File: config.mk
export PLATFORM = sky130hd
export DESIGN_NAME = aes_core_arbiter_flat
export DESIGN_NICKNAME = d
export VERILOG_FILES = /design/src/rtl/aes_core_arbiter_if.sv /design/src/rtl/aes_core_arbiter.sv /design/src/flat_wrapper.sv
export SDC_FILE = /design/constraint.sdc
export NUM_CORES = 1
export LEC_CHECK = 0
export ABC_CLOCK_PERIOD_IN_PS = 35200
export CAP_MARGIN = 20
export CORE_AREA = 2 2 406 408
export CTS_CLUSTER_SIZE = 8
export DETAILED_ROUTE_END_ITERATION = 16
export DIE_AREA = 0 0 408 410
export GPL_TIMING_DRIVEN = 0
export PLACE_DENSITY_LB_ADDON = 0.05
export SYNTH_ARGS = -nofsm -noshare
export SYNTH_HDL_FRONTEND = slang
export SYNTH_SLANG_ARGS = --single-unit
File: constraint.sdc
create_clock -name clk -period 35.2 [get_ports clk]
set_clock_uncertainty 0.1 [all_clocks]
set_input_delay 7.04 -clock clk [delete_from_list [all_inputs] [get_ports clk]]
set_output_delay 7.04 -clock clk [all_outputs]
set_load 0.05 [all_outputs]
File: src/rtl/aes_core_arbiter_if.sv
// Bundles the two requester ports, the shared response path and the AES core
// operand/status signals. The arbiter takes the slave side; the environment takes the master side.
interface aes_core_arbiter_if #(
  parameter int DATA_W = 128,
  parameter int CNT_W  = 8
);
  logic [1:0]        req_valid;
  logic [1:0]        req_ready;
  logic [1:0]        req_decrypt;
  logic [DATA_W-1:0] req0_key;
  logic [DATA_W-1:0] req1_key;
  logic [DATA_W-1:0] req0_data;
  logic [DATA_W-1:0] req1_data;
  logic [1:0]        resp_valid;
  logic [1:0]        resp_ready;
  logic [DATA_W-1:0] resp_data;
  logic              resp_err;
  logic              aes_start;
  logic [DATA_W-1:0] aes_key;
  logic [DATA_W-1:0] aes_din;
  logic              aes_decrypt;
  logic              aes_done;
  logic [DATA_W-1:0] aes_dout;
  logic              busy;
  logic              grant_id;
  logic [CNT_W-1:0]  timeout_cnt;

  modport slave (
    input  req_valid, req_decrypt, req0_key, req1_key, req0_data, req1_data,
           resp_ready, aes_done, aes_dout,
    output req_ready, resp_valid, resp_data, resp_err, aes_start, aes_key,
           aes_din, aes_decrypt, busy, grant_id, timeout_cnt
  );

  modport master (
    output req_valid, req_decrypt, req0_key, req1_key, req0_data, req1_data,
           resp_ready, aes_done, aes_dout,
    input  req_ready, resp_valid, resp_data, resp_err, aes_start, aes_key,
           aes_din, aes_decrypt, busy, grant_id, timeout_cnt
  );
endinterface

File: src/rtl/aes_core_arbiter.sv
// Round-robin sharing of one iterative AES core between the MMIO requester (0)
// and the DMA requester (1), with a per-operation timeout and saturating timeout counter.
module aes_core_arbiter #(
  parameter int DATA_W         = 128,
  parameter int TIMEOUT_CYCLES = 64,
  parameter int CNT_W          = 8
) (
  input logic              clk,
  input logic              reset,
  aes_core_arbiter_if.slave bus
);

  localparam int                TMR_W    = $clog2(TIMEOUT_CYCLES) + 1;
  localparam logic [TMR_W-1:0] TMR_LAST = TMR_W'(TIMEOUT_CYCLES - 1);

  // IDLE: arbitrate | ISSUE: start pulse | WAIT: done or timeout | RESP: hold result
  typedef enum logic [1:0] {IDLE, ISSUE, WAIT, RESP} state_e;

  state_e            state_q, state_d;
  logic              last_grant_q, last_grant_d;
  logic              grant_q, grant_d;
  logic              dec_q, dec_d;
  logic [DATA_W-1:0] key_q, key_d;
  logic [DATA_W-1:0] din_q, din_d;
  logic [TMR_W-1:0]  timer_q, timer_d;
  logic [DATA_W-1:0] rdata_q, rdata_d;
  logic              rerr_q, rerr_d;
  logic [CNT_W-1:0]  tcnt_q, tcnt_d;

  logic              win;
  logic [1:0]        req_ready_c;
  logic [1:0]        resp_valid_c;
  logic              start_c;

  // a tie goes to whoever was not served last
  always_comb begin
    case (bus.req_valid)
      2'b01:   win = 1'b0;
      2'b10:   win = 1'b1;
      default: win = ~last_grant_q;
    endcase
  end

  always_comb begin
    state_d      = state_q;
    last_grant_d = last_grant_q;
    grant_d      = grant_q;
    dec_d        = dec_q;
    key_d        = key_q;
    din_d        = din_q;
    timer_d      = timer_q;
    rdata_d      = rdata_q;
    rerr_d       = rerr_q;
    tcnt_d       = tcnt_q;
    req_ready_c  = 2'b00;
    resp_valid_c = 2'b00;
    start_c      = 1'b0;
    case (state_q)
      IDLE: begin
        if ((|bus.req_valid) && !reset) begin
          req_ready_c[win] = 1'b1;
          grant_d          = win;
          key_d            = win ? bus.req1_key  : bus.req0_key;
          din_d            = win ? bus.req1_data : bus.req0_data;
          dec_d            = bus.req_decrypt[win];
          state_d          = ISSUE;
        end
      end
      ISSUE: begin
        start_c = 1'b1;
        timer_d = '0;
        state_d = WAIT;
      end
      WAIT: begin
        timer_d = timer_q + TMR_W'(1);
        if (bus.aes_done) begin
          rdata_d = bus.aes_dout;
          rerr_d  = 1'b0;
          state_d = RESP;
        end else if (timer_q == TMR_LAST) begin
          rdata_d = '0;
          rerr_d  = 1'b1;
          if (tcnt_q != '1) tcnt_d = tcnt_q + CNT_W'(1);
          state_d = RESP;
        end
      end
      RESP: begin
        resp_valid_c[grant_q] = 1'b1;
        if (bus.resp_ready[grant_q]) begin
          last_grant_d = grant_q;
          state_d      = IDLE;
        end
      end
      default: state_d = IDLE;
    endcase
  end

  always_ff @(posedge clk or posedge reset) begin
    if (reset) begin
      state_q      <= IDLE;
      last_grant_q <= 1'b1;
      grant_q      <= 1'b0;
      dec_q        <= 1'b0;
      key_q        <= '0;
      din_q        <= '0;
      timer_q      <= '0;
      rdata_q      <= '0;
      rerr_q       <= 1'b0;
      tcnt_q       <= '0;
    end else begin
      state_q      <= state_d;
      last_grant_q <= last_grant_d;
      grant_q      <= grant_d;
      dec_q        <= dec_d;
      key_q        <= key_d;
      din_q        <= din_d;
      timer_q      <= timer_d;
      rdata_q      <= rdata_d;
      rerr_q       <= rerr_d;
      tcnt_q       <= tcnt_d;
    end
  end

  assign bus.req_ready   = req_ready_c;
  assign bus.resp_valid  = resp_valid_c;
  assign bus.aes_start   = start_c;
  assign bus.aes_key     = (state_q != IDLE) ? key_q : '0;
  assign bus.aes_din     = (state_q != IDLE) ? din_q : '0;
  assign bus.aes_decrypt = (state_q != IDLE) ? dec_q : 1'b0;
  assign bus.resp_data   = rdata_q;
  assign bus.resp_err    = rerr_q;
  assign bus.busy        = (state_q != IDLE);
  assign bus.grant_id    = grant_q;
  assign bus.timeout_cnt = tcnt_q;

endmodule
File: src/flat_wrapper.sv
// flat-port wrapper written by rule: the top's interface ports become plain ports
module aes_core_arbiter_flat 
#(
  parameter int DATA_W         = 128,
  parameter int TIMEOUT_CYCLES = 64,
  parameter int CNT_W          = 8
)
  (clk, reset, bus_req_valid, bus_req_decrypt, bus_req0_key, bus_req1_key, bus_req0_data, bus_req1_data, bus_resp_ready, bus_aes_done, bus_aes_dout, bus_req_ready, bus_resp_valid, bus_resp_data, bus_resp_err, bus_aes_start, bus_aes_key, bus_aes_din, bus_aes_decrypt, bus_busy, bus_grant_id, bus_timeout_cnt);
  aes_core_arbiter_if #(.DATA_W(DATA_W), .CNT_W(CNT_W)) bus_i ();
  input logic clk;
  input logic reset;
  input wire logic [$bits(bus_i.req_valid)-1:0] bus_req_valid;
  input wire logic [$bits(bus_i.req_decrypt)-1:0] bus_req_decrypt;
  input wire logic [$bits(bus_i.req0_key)-1:0] bus_req0_key;
  input wire logic [$bits(bus_i.req1_key)-1:0] bus_req1_key;
  input wire logic [$bits(bus_i.req0_data)-1:0] bus_req0_data;
  input wire logic [$bits(bus_i.req1_data)-1:0] bus_req1_data;
  input wire logic [$bits(bus_i.resp_ready)-1:0] bus_resp_ready;
  input wire logic [$bits(bus_i.aes_done)-1:0] bus_aes_done;
  input wire logic [$bits(bus_i.aes_dout)-1:0] bus_aes_dout;
  output wire logic [$bits(bus_i.req_ready)-1:0] bus_req_ready;
  output wire logic [$bits(bus_i.resp_valid)-1:0] bus_resp_valid;
  output wire logic [$bits(bus_i.resp_data)-1:0] bus_resp_data;
  output wire logic [$bits(bus_i.resp_err)-1:0] bus_resp_err;
  output wire logic [$bits(bus_i.aes_start)-1:0] bus_aes_start;
  output wire logic [$bits(bus_i.aes_key)-1:0] bus_aes_key;
  output wire logic [$bits(bus_i.aes_din)-1:0] bus_aes_din;
  output wire logic [$bits(bus_i.aes_decrypt)-1:0] bus_aes_decrypt;
  output wire logic [$bits(bus_i.busy)-1:0] bus_busy;
  output wire logic [$bits(bus_i.grant_id)-1:0] bus_grant_id;
  output wire logic [$bits(bus_i.timeout_cnt)-1:0] bus_timeout_cnt;
  assign bus_i.req_valid = bus_req_valid;
  assign bus_i.req_decrypt = bus_req_decrypt;
  assign bus_i.req0_key = bus_req0_key;
  assign bus_i.req1_key = bus_req1_key;
  assign bus_i.req0_data = bus_req0_data;
  assign bus_i.req1_data = bus_req1_data;
  assign bus_i.resp_ready = bus_resp_ready;
  assign bus_i.aes_done = bus_aes_done;
  assign bus_i.aes_dout = bus_aes_dout;
  assign bus_req_ready = bus_i.req_ready;
  assign bus_resp_valid = bus_i.resp_valid;
  assign bus_resp_data = bus_i.resp_data;
  assign bus_resp_err = bus_i.resp_err;
  assign bus_aes_start = bus_i.aes_start;
  assign bus_aes_key = bus_i.aes_key;
  assign bus_aes_din = bus_i.aes_din;
  assign bus_aes_decrypt = bus_i.aes_decrypt;
  assign bus_busy = bus_i.busy;
  assign bus_grant_id = bus_i.grant_id;
  assign bus_timeout_cnt = bus_i.timeout_cnt;
  aes_core_arbiter #(.DATA_W(DATA_W), .TIMEOUT_CYCLES(TIMEOUT_CYCLES), .CNT_W(CNT_W)) u_core (.clk(clk), .reset(reset), .bus(bus_i));
endmodule
# Word level (Yosys, flattened, before mapping)
# Cells that the tools add are included.
[totals]
regBits = 405
input_bits = 649
output_inout_bits = 401
elab_cells = 70
[classes]
n_addsub = 2
order_cmp = 4
eq_ne = 10
n_mux = 28
bitwise_logic = 2
reduce_logical = 14
[op_table]
columns = ["op", "count"]
rows = [
  ["two-way mux 128 bit", 6],
  ["two-way mux 2 bit", 7],
  ["one-hot mux 7 bit (2 select lines)", 1],
  ["two-way mux 1 bit", 10],
  ["adder 8 x 1 -> 8 bit (second input constant)", 1],
  ["inequality test 8 bit (second input constant)", 1],
  ["one-hot mux 2 bit (4 select lines)", 1],
  ["adder 7 x 1 -> 7 bit (second input constant)", 1],
  ["== test 7 x 6 -> 1 bit (second input constant)", 1],
  ["== test 2 bit (second input constant)", 3],
  ["AND reduction 2 bit", 3],
  ["nonzero test 2 bit", 3],
  ["== test 2 x 1 -> 1 bit (second input constant)", 2],
  ["< comparator 1 x 2 -> 1 bit (second input constant)", 2],
  ["inequality test 2 x 1 -> 1 bit (second input constant)", 2],
  ["AND reduction 4 bit", 1],
  ["logical AND 1 bit", 3],
  ["inequality test 3 x 2 -> 1 bit (second input constant)", 1],
  ["AND reduction 3 bit", 1],
  ["demux 1 bit (select 1 bit)", 2],
  ["greater-or-equal comparator 1 bit (second input constant)", 2],
  ["zero test 2 bit", 1],
  ["NOT 1 bit", 2],
  ["one-hot mux 1 bit (2 select lines)", 1],
  ["2 further kinds", 2],
]

# Depth between registers and ports, before layout
# Gate-level depths: netlist of the first run.
[depth]
word_depth = 8
mapped_depth = 10
ltp_nobuf = 6

# Worst setup path after synthesis of the first run
# No wires, ideal clock.
[synth_timing]
kind = "input-to-output"
startpoint = "input port bus_req_valid[0]"
endpoint = "output port bus_req_ready[1]"
arrival_ns = 8.731
required_ns = 28.060
setup_slack_ns = 19.329
cell_stages = 7
n_path_buf = 3
path_cell_list = "inv_1 -> ha_1 -> mux2i_1 -> buf_2 -> buf_2 -> buf_2 -> nor2_1"
[synth_between]
elab_chain_len = 8
word_cells_on_any_way = 12
classes_between = "order compare (2); eq/ne (2); mux (5); reduce/logical (3)"
[synth_rtl]
columns = ["element", "line_no", "source"]
rows = [
  ["start: declaration", "flat_wrapper.sv:12", "input wire logic [$bits(bus_i.req_valid)-1:0] bus_req_valid;"],
  ["== test 2 bit / == test 2 x 1 -> 1 bit (equally long branches)", "aes_core_arbiter.sv:37", "case (bus.req_valid)"],
  ["one-hot mux 1 bit (2 select lines)", "aes_core_arbiter.sv:37", ""],
  ["< comparator 1 x 2 -> 1 bit (implied by the code) / greater-or-equal comparator 1 bit (equally long branches)", "aes_core_arbiter.sv:61", "req_ready_c[win] = 1'b1;"],
  ["logical AND 1 bit (implied by the code)", "aes_core_arbiter.sv:61", ""],
  ["two-way mux 1 bit (implied by the code)", "aes_core_arbiter.sv:61", ""],
  ["demux 1 bit (select 1 bit)", "--", ""],
  ["two-way mux 2 bit *", "aes_core_arbiter.sv:60", "if ((|bus.req_valid) && !reset) begin"],
  ["two-way mux 2 bit *", "aes_core_arbiter.sv:58", "case (state_q)"],
  ["end: declaration", "flat_wrapper.sv:21", "output wire logic [$bits(bus_i.req_ready)-1:0] bus_req_ready;"],
]
# Every way passes the cells marked *; elsewhere a longest branch is shown, timed or not.

# Final worst setup path of the first run
[layout_timing]
startpoint = "input port bus_req_valid[1]"
endpoint = "output port bus_req_ready[0]"
# Same word-level chain as after synthesis.

==> flow_summary.ini, run 1 <==
[clocking]
post_cts_resize_count = 0
cts_tree = yes
hold_buffers = 0
numCtsBuffers = 59
numClockSinks = 405
cts_buffer_depth = 3
postCtsSetupBuffers = 0
h-tree-depth = 2
insertion_delay_ps = 650
path_clk_slew_ps = 50
root_buffer = clkbuf_16

[timing]
worst_pin_slew_ps = 1030
finalSetupTns_ps = 0
final.min_clock_period_ps = 17510
final_hold_viol_count = 0
rsz0062_at_grt = no
period_share_pct = 49.7
fin_hold_ws_ps = 370
relSlewSlack_pct = 31.4
fmax_mhz = 57.1
slew_violations = 0
finalSetupViolations = 0

[finish]
drive_above_1_share_pct = 4.73
syn2layout_area_growth_pct = 80.2
fillers = 17878
final_cell_count_no_fill = 5138
nets = 3577
design_area_um2 = 34100

[setup_path]
r2r-start = u_core.last_grant_q$_DFFE_PP1P_
critPathLaunchType = primary input
crit_fanout = 10
critPathCaptureType = output port
worstSetupPathType = in2out
regToRegSetupSlack_ps = 31670
cp.arrival_ps = 10370
crit_required_ps = 28060
reg2reg_depth = 7
r2r-end = u_core.din_q[36]$_DFFE_PP0P_

[global_route]
grt_pass1_wl_mm = 164
grt_antenna_before_repair = 31
first_global_vias = 19883
grt_overflow = 0
grt_usage_pct = 13.9
grt_max_degree = 111

[synthesis]
synthCells = 1800
yosysMostFrequentCell = dfrtp_1
seq_area_frac_synth_pct = 53.6
avgSynthCellArea_um2 = 10.5
synth-async-reset-ratio_pct = 100
synth_edf_count = 0
ys.warnings.count = 0
yosysTopAreaCellShare_pct = 53.4
synthesis.nets = 2457
synth_top_cell_by_area = dfrtp_1
synthTopCellsByCount = dfrtp_1 (404), nand2_1 (268), o21ai_0 (266)
netlist_area_um2 = 18900
synth_area_leaders = dfrtp_1 (53%), mux2i_1 (14%), nor2b_1 (8.6%), o21ai_0 (7.0%), a22o_1 (5.9%)
ys.flop_type = dfrtp_1
synth_seq_cells = 405
synth.distinct_cells = 34

[pwr]
pwr-share-seq_pct = 22.6
p_int_w = 0.00166
p_leak_nw = 14.2
power.switching_w = 0.00176
irDropWorstVdd_v = 0.0000420
powerDensity_nw_per_um2 = 100
p_comb_share_pct = 61.1
clkPwrFrac_pct = 16.3
netSwitchingFraction_pct = 51.3

[placement]
dp.cells = 5048
routabilityCongestion = 0.847
dp_hpwl_mm = 98.7
dpl_cell_area_um2 = 32400
io_buffer_count = 1049

[floorplan]
start_util_pct = 11.6
ioPinCount = 1050
die_y_um = 410
die_w_um = 408
row_count = 149
die_area_um2 = 167000
coreArea_um2 = 163000

[worst_hold_path]
whs_endpoint = u_core.key_q[85]$_DFFE_PP0P_
hp-class = reg2reg
hold_start = u_core.key_q[85]$_DFFE_PP0P_
min_path_cells = 2

[route]
drt_iter0_drc = 626
drtAntennaViolNets = 0
routed_via_density = 3.52
vias = 18079
first_pass_iters = 4
drc = 0
totalWireLength_mm = 120
wl_per_cell_um = 23.4

[status]
status = complete, no violations

[flow_run]
maxCapViolCount = 0
[routing by layer]
layer | global-route usage (%) | wire length (um)
met3 | 4.99 | 9900
met4 | 3.81 | 3060
met2 | 24.5 | 59900
met5 | 0 | 116
met1 | 15.8 | 47200
[per-stage QoR]
stage                     total power (W)  util (%)  setup slack, ps
after floorplan                   0.00202         -            16800
after global placement            0.00291      19.7             9290
after detailed placement          0.00292      19.8            17540
after CTS                         0.00351      20.8            17530
after global routing              0.00362      20.9            17500
final                             0.00342      20.9            17690
[power groups by stage]
| stage | clock network, W | logic, W | registers [W] |
|---|---|---|---|
| after CTS | 0.000589 | 0.00215 | 0.000775 |
| after global routing | 0.000605 | 0.00222 | 0.000802 |
| after detailed placement | 0 | 0.00214 | 0.000779 |
| after global placement | 0 | 0.00213 | 0.000780 |
| final | 0.000556 | 0.00209 | 0.000774 |
| after floorplan | 0 | 0.00102 | 0.000999 |
[layout by cell type (no fill, tap or decap), types with 9 or more instances in the layout]
cell type and n:
clkdlybuf4s50_1 1049, dfrtp_1 404, nand2_1 268, o21ai_0 266, mux2i_1 260, nor2b_1 259, a22o_1 128, clkbuf_1 104
clkbuf_16 59, buf_2 49, diode_2 9
[final cells by class]
type / count / area (um^2) / area share [%]
Timing Repair Buffer: 1059 / 10700 / 31.4
Buffer: 146 / 619 / 1.82
Antenna cell: 9 / 22.5 / 0.0660
Clock inverter: 4 / 110 / 0.323
Clock buffer: 77 / 1590 / 4.67
Inverter: 9 / 41.3 / 0.121
Tap cell: 2189 / 2740 / 8.03
Sequential cell: 405 / 10100 / 29.7
Multi-Input combinational cell: 1240 / 8130 / 23.8
[state kept, by name (all words and copies together), names as in the netlist]
register	cells
u_core.dec_q	1
u_core.bus.resp_data	128
u_core.last_grant_q	1
u_core.bus.grant_id	1
u_core.bus.resp_err	1
u_core.state_q	2
u_core.bus.timeout_cnt	8
u_core.key_q	128
u_core.timer_q	7
u_core.din_q	128
[logic make-up after synthesis]
group / synth area share [%]
and+or+nand+nor: 15.0
DFF: 53.6
AOI/OAI and AO/OA: 13.2
muxes: 14.0
buffers and inverters: 3.45
adders and majority gates: 0.529
xor gates and xnor gates: 0.278
[worst max-delay path: stages]
cell	delay, ps
clkdlybuf4s50_1	480
inv_1	40
ha_1	280
mux2i_1	180
buf_2	450
buf_2	420
buf_2	450
and2_1	190
clkdlybuf4s50_1	820
[worst max path at each step]
stage                     start                               to  slack [ps]  depth (start not counted)
2_1_floorplan             reset  u_core.bus.grant_id$_DFFE_PP0P_       16800                          1
3_3_place_gp              reset     u_core.key_q[43]$_DFFE_PP0P_        9290                          2
3_5_place_dp   bus_req_valid[0]                 bus_req_ready[0]       17540                          9
4_1_cts        bus_req_valid[0]                 bus_req_ready[0]       17530                          9
5_1_grt        bus_req_valid[1]                 bus_req_ready[0]       17500                          9
6_report       bus_req_valid[1]                 bus_req_ready[0]       17690                          9
No activity file was read; power rests on OpenSTA's default activity.
==> run 2, diff against run 1 <==
ABC_CLOCK_PERIOD_IN_PS = 16149   (was 35200)
clock period = 16.15 ns   (was 35.2 ns; I/O delays follow)
==> results of run 2 <==
Same layout as run 1 (identical final DEF). Status: complete, no violations.
Among the figures that moved: setup slack after placement 17540 ps -> 6110 ps; setup slack after layout 17690 ps -> 6260 ps; register-to-register setup slack 31670 ps -> 12620 ps; total power 0.00342 W -> 0.00746 W; worst IR drop on VDD 0.0000420 V -> 0.0000914 V
==> variant: new RTL, flow settings as in run 2 <==
`DATA_W` is set to 128 in 3 places; all go to 120.
--- a/src/rtl/aes_core_arbiter_if.sv
+++ b/src/rtl/aes_core_arbiter_if.sv
@@ -2,5 +2,5 @@
 // operand/status signals. The arbiter takes the slave side; the environment takes the master side.
 interface aes_core_arbiter_if #(
-  parameter int DATA_W = 128,
+  parameter int DATA_W = 120,
   parameter int CNT_W  = 8
 );
--- a/src/rtl/aes_core_arbiter.sv
+++ b/src/rtl/aes_core_arbiter.sv
@@ -2,5 +2,5 @@
 // and the DMA requester (1), with a per-operation timeout and saturating timeout counter.
 module aes_core_arbiter #(
-  parameter int DATA_W         = 128,
+  parameter int DATA_W         = 120,
   parameter int TIMEOUT_CYCLES = 64,
   parameter int CNT_W          = 8
--- a/src/flat_wrapper.sv
+++ b/src/flat_wrapper.sv
@@ -2,5 +2,5 @@
 module aes_core_arbiter_flat 
 #(
-  parameter int DATA_W         = 128,
+  parameter int DATA_W         = 120,
   parameter int TIMEOUT_CYCLES = 64,
   parameter int CNT_W          = 8
Interface: changed (8 resized); port bits go from 1050 to 986. No check against the original RTL was run, so the function may have changed too.
==> variant against run 2 <==
- setup slack got worse by 81 ps
- power decreased by 5.8%
- design area decreased by 5.5%
- non-clock buffer count decreased by 77
- routed wire length decreased by 4.1%
- synthesized area decreased by 5.9%
- critical path depth unchanged
- sequential cell count decreased by 24
- hold slack got worse by 2.6 ps
==> variant: results (changes against run 2) <==
[placement]
numPlacedInstances=4873  ; -3.5%
port_buffers=985  ; -6.1%
pre_cts_slack_ps=5910  ; -204 ps
hpwl_mm=94.8  ; -4.0%

[drt]
first_iter_violations=560  ; -11%
via_per_inst=3.42  ; -2.7%
wl_per_cell_um=23.2  ; -0.99%
vias=17000  ; -5.8%

[final_layout]
drive_gt1_frac=0.0447  ; -0.00258
seq_area_sq_um=9540  ; -5.9%
multi_input_area_share=0.238  ; -0.000501
diodes=13  ; +4
nets=3360  ; -6.1%
fill_cells=17900  ; +0.31%
clock_buffers=84  ; +9.1%

[logic_synthesis]
yosysSeqAreaShare=0.535  ; about the same
synthTopCellsByCount=380 x dfrtp_1, 252 x nand2_1, 249 x o21ai_0, 244 x mux2i_1, 243 x nor2b_1
synth.area.top_cells=dfrtp_1 53%, mux2i_1 14%, nor2b_1 8.5%
avgSynthCellArea_sq_um=10.5  ; about the same
syn_nets=2311  ; -5.9%

[clock_tree]
clkSinkCount=381  ; -5.9%
cts_buffers=57  ; -3.4%
clk_pin_slew_ps=50  ; about the same

[power]
ir_worst_vdd_uv=127  ; +39%
leakagePower_nw=13.4  ; -6.0%

[sta]
tightest_slew_ps=1030  ; -3.38 ps

[status]
status=finished, final reports clean

[grt]
grt_pass1_vias=18900  ; -5.0%
grt_pass1_wl_mm=157  ; -3.9%
antenna_found_initial=45  ; +45%
grt_usage=0.134  ; -0.00552

[setup_path]
arrival_ps=6640  ; +80 ps
slowest_delay_ps=860  ; +40 ps

-- variant: changes by cell type after synthesis, sizes merged, moves of 2 or more --
cell          run 2  this run
a22o            128       120
and4              0         2
buf              53        46
dfrtp           404       380
mux2i           260       244
nand2           268       252
nor2b           259       243
o21ai           266       249
-- variant: stage by stage --
stage / cell area, sq um / util
2_1_floorplan: 17800 / -
3_3_place_gp: 30400 / 0.186
3_5_place_dp: 30500 / 0.187
4_1_cts: 32200 / 0.197
5_1_grt: 32200 / 0.197
6_report: 32200 / 0.197
-- variant: cells by family after synthesis --
group,Yosys count,share of synthesized area
muxes,247,0.139
adders and majority gates,8,0.00562
DFF,381,0.535
buffers and inverters,147,0.0342
AOI/OAI and AO/OA,377,0.132
xor gates and xnor gates,7,0.00344
and+or+nand+nor,527,0.150
-- variant: routing by layer --
metal	routed length [um]	GRT usage	vias to the layer above
met2	57600	0.237	693
met3	11200	0.0593	161
li1	-	-	7911
met5	290	0	-
met4	2940	0.0358	48
met1	43200	0.143	8225
-- variant: report_power, final --
group | internal, W | switching [W]
registers | 0.00138 | 0.000232
logic | 0.00137 | 0.00288
clock network | 0.000664 | 0.000504
-- variant: path summary, 6_finish.rpt --
path,slack (ps),cells past startpoint,from,endpoint
max reg2reg,12370,9,u_core.state_q[0]$_DFFE_PP0P_,u_core.din_q[56]$_DFFE_PP0P_
max,6180,9,bus_req_valid[1],bus_req_ready[0]
min in group asynchronous,3050,2,reset,u_core.bus.grant_id$_DFFE_PP0P_
min,370,2,u_core.din_q[18]$_DFFE_PP0P_,u_core.din_q[18]$_DFFE_PP0P_
max in group asynchronous,11310,4,reset,u_core.key_q[26]$_DFFE_PP0P_
min reg2reg,370,2,u_core.din_q[18]$_DFFE_PP0P_,u_core.din_q[18]$_DFFE_PP0P_
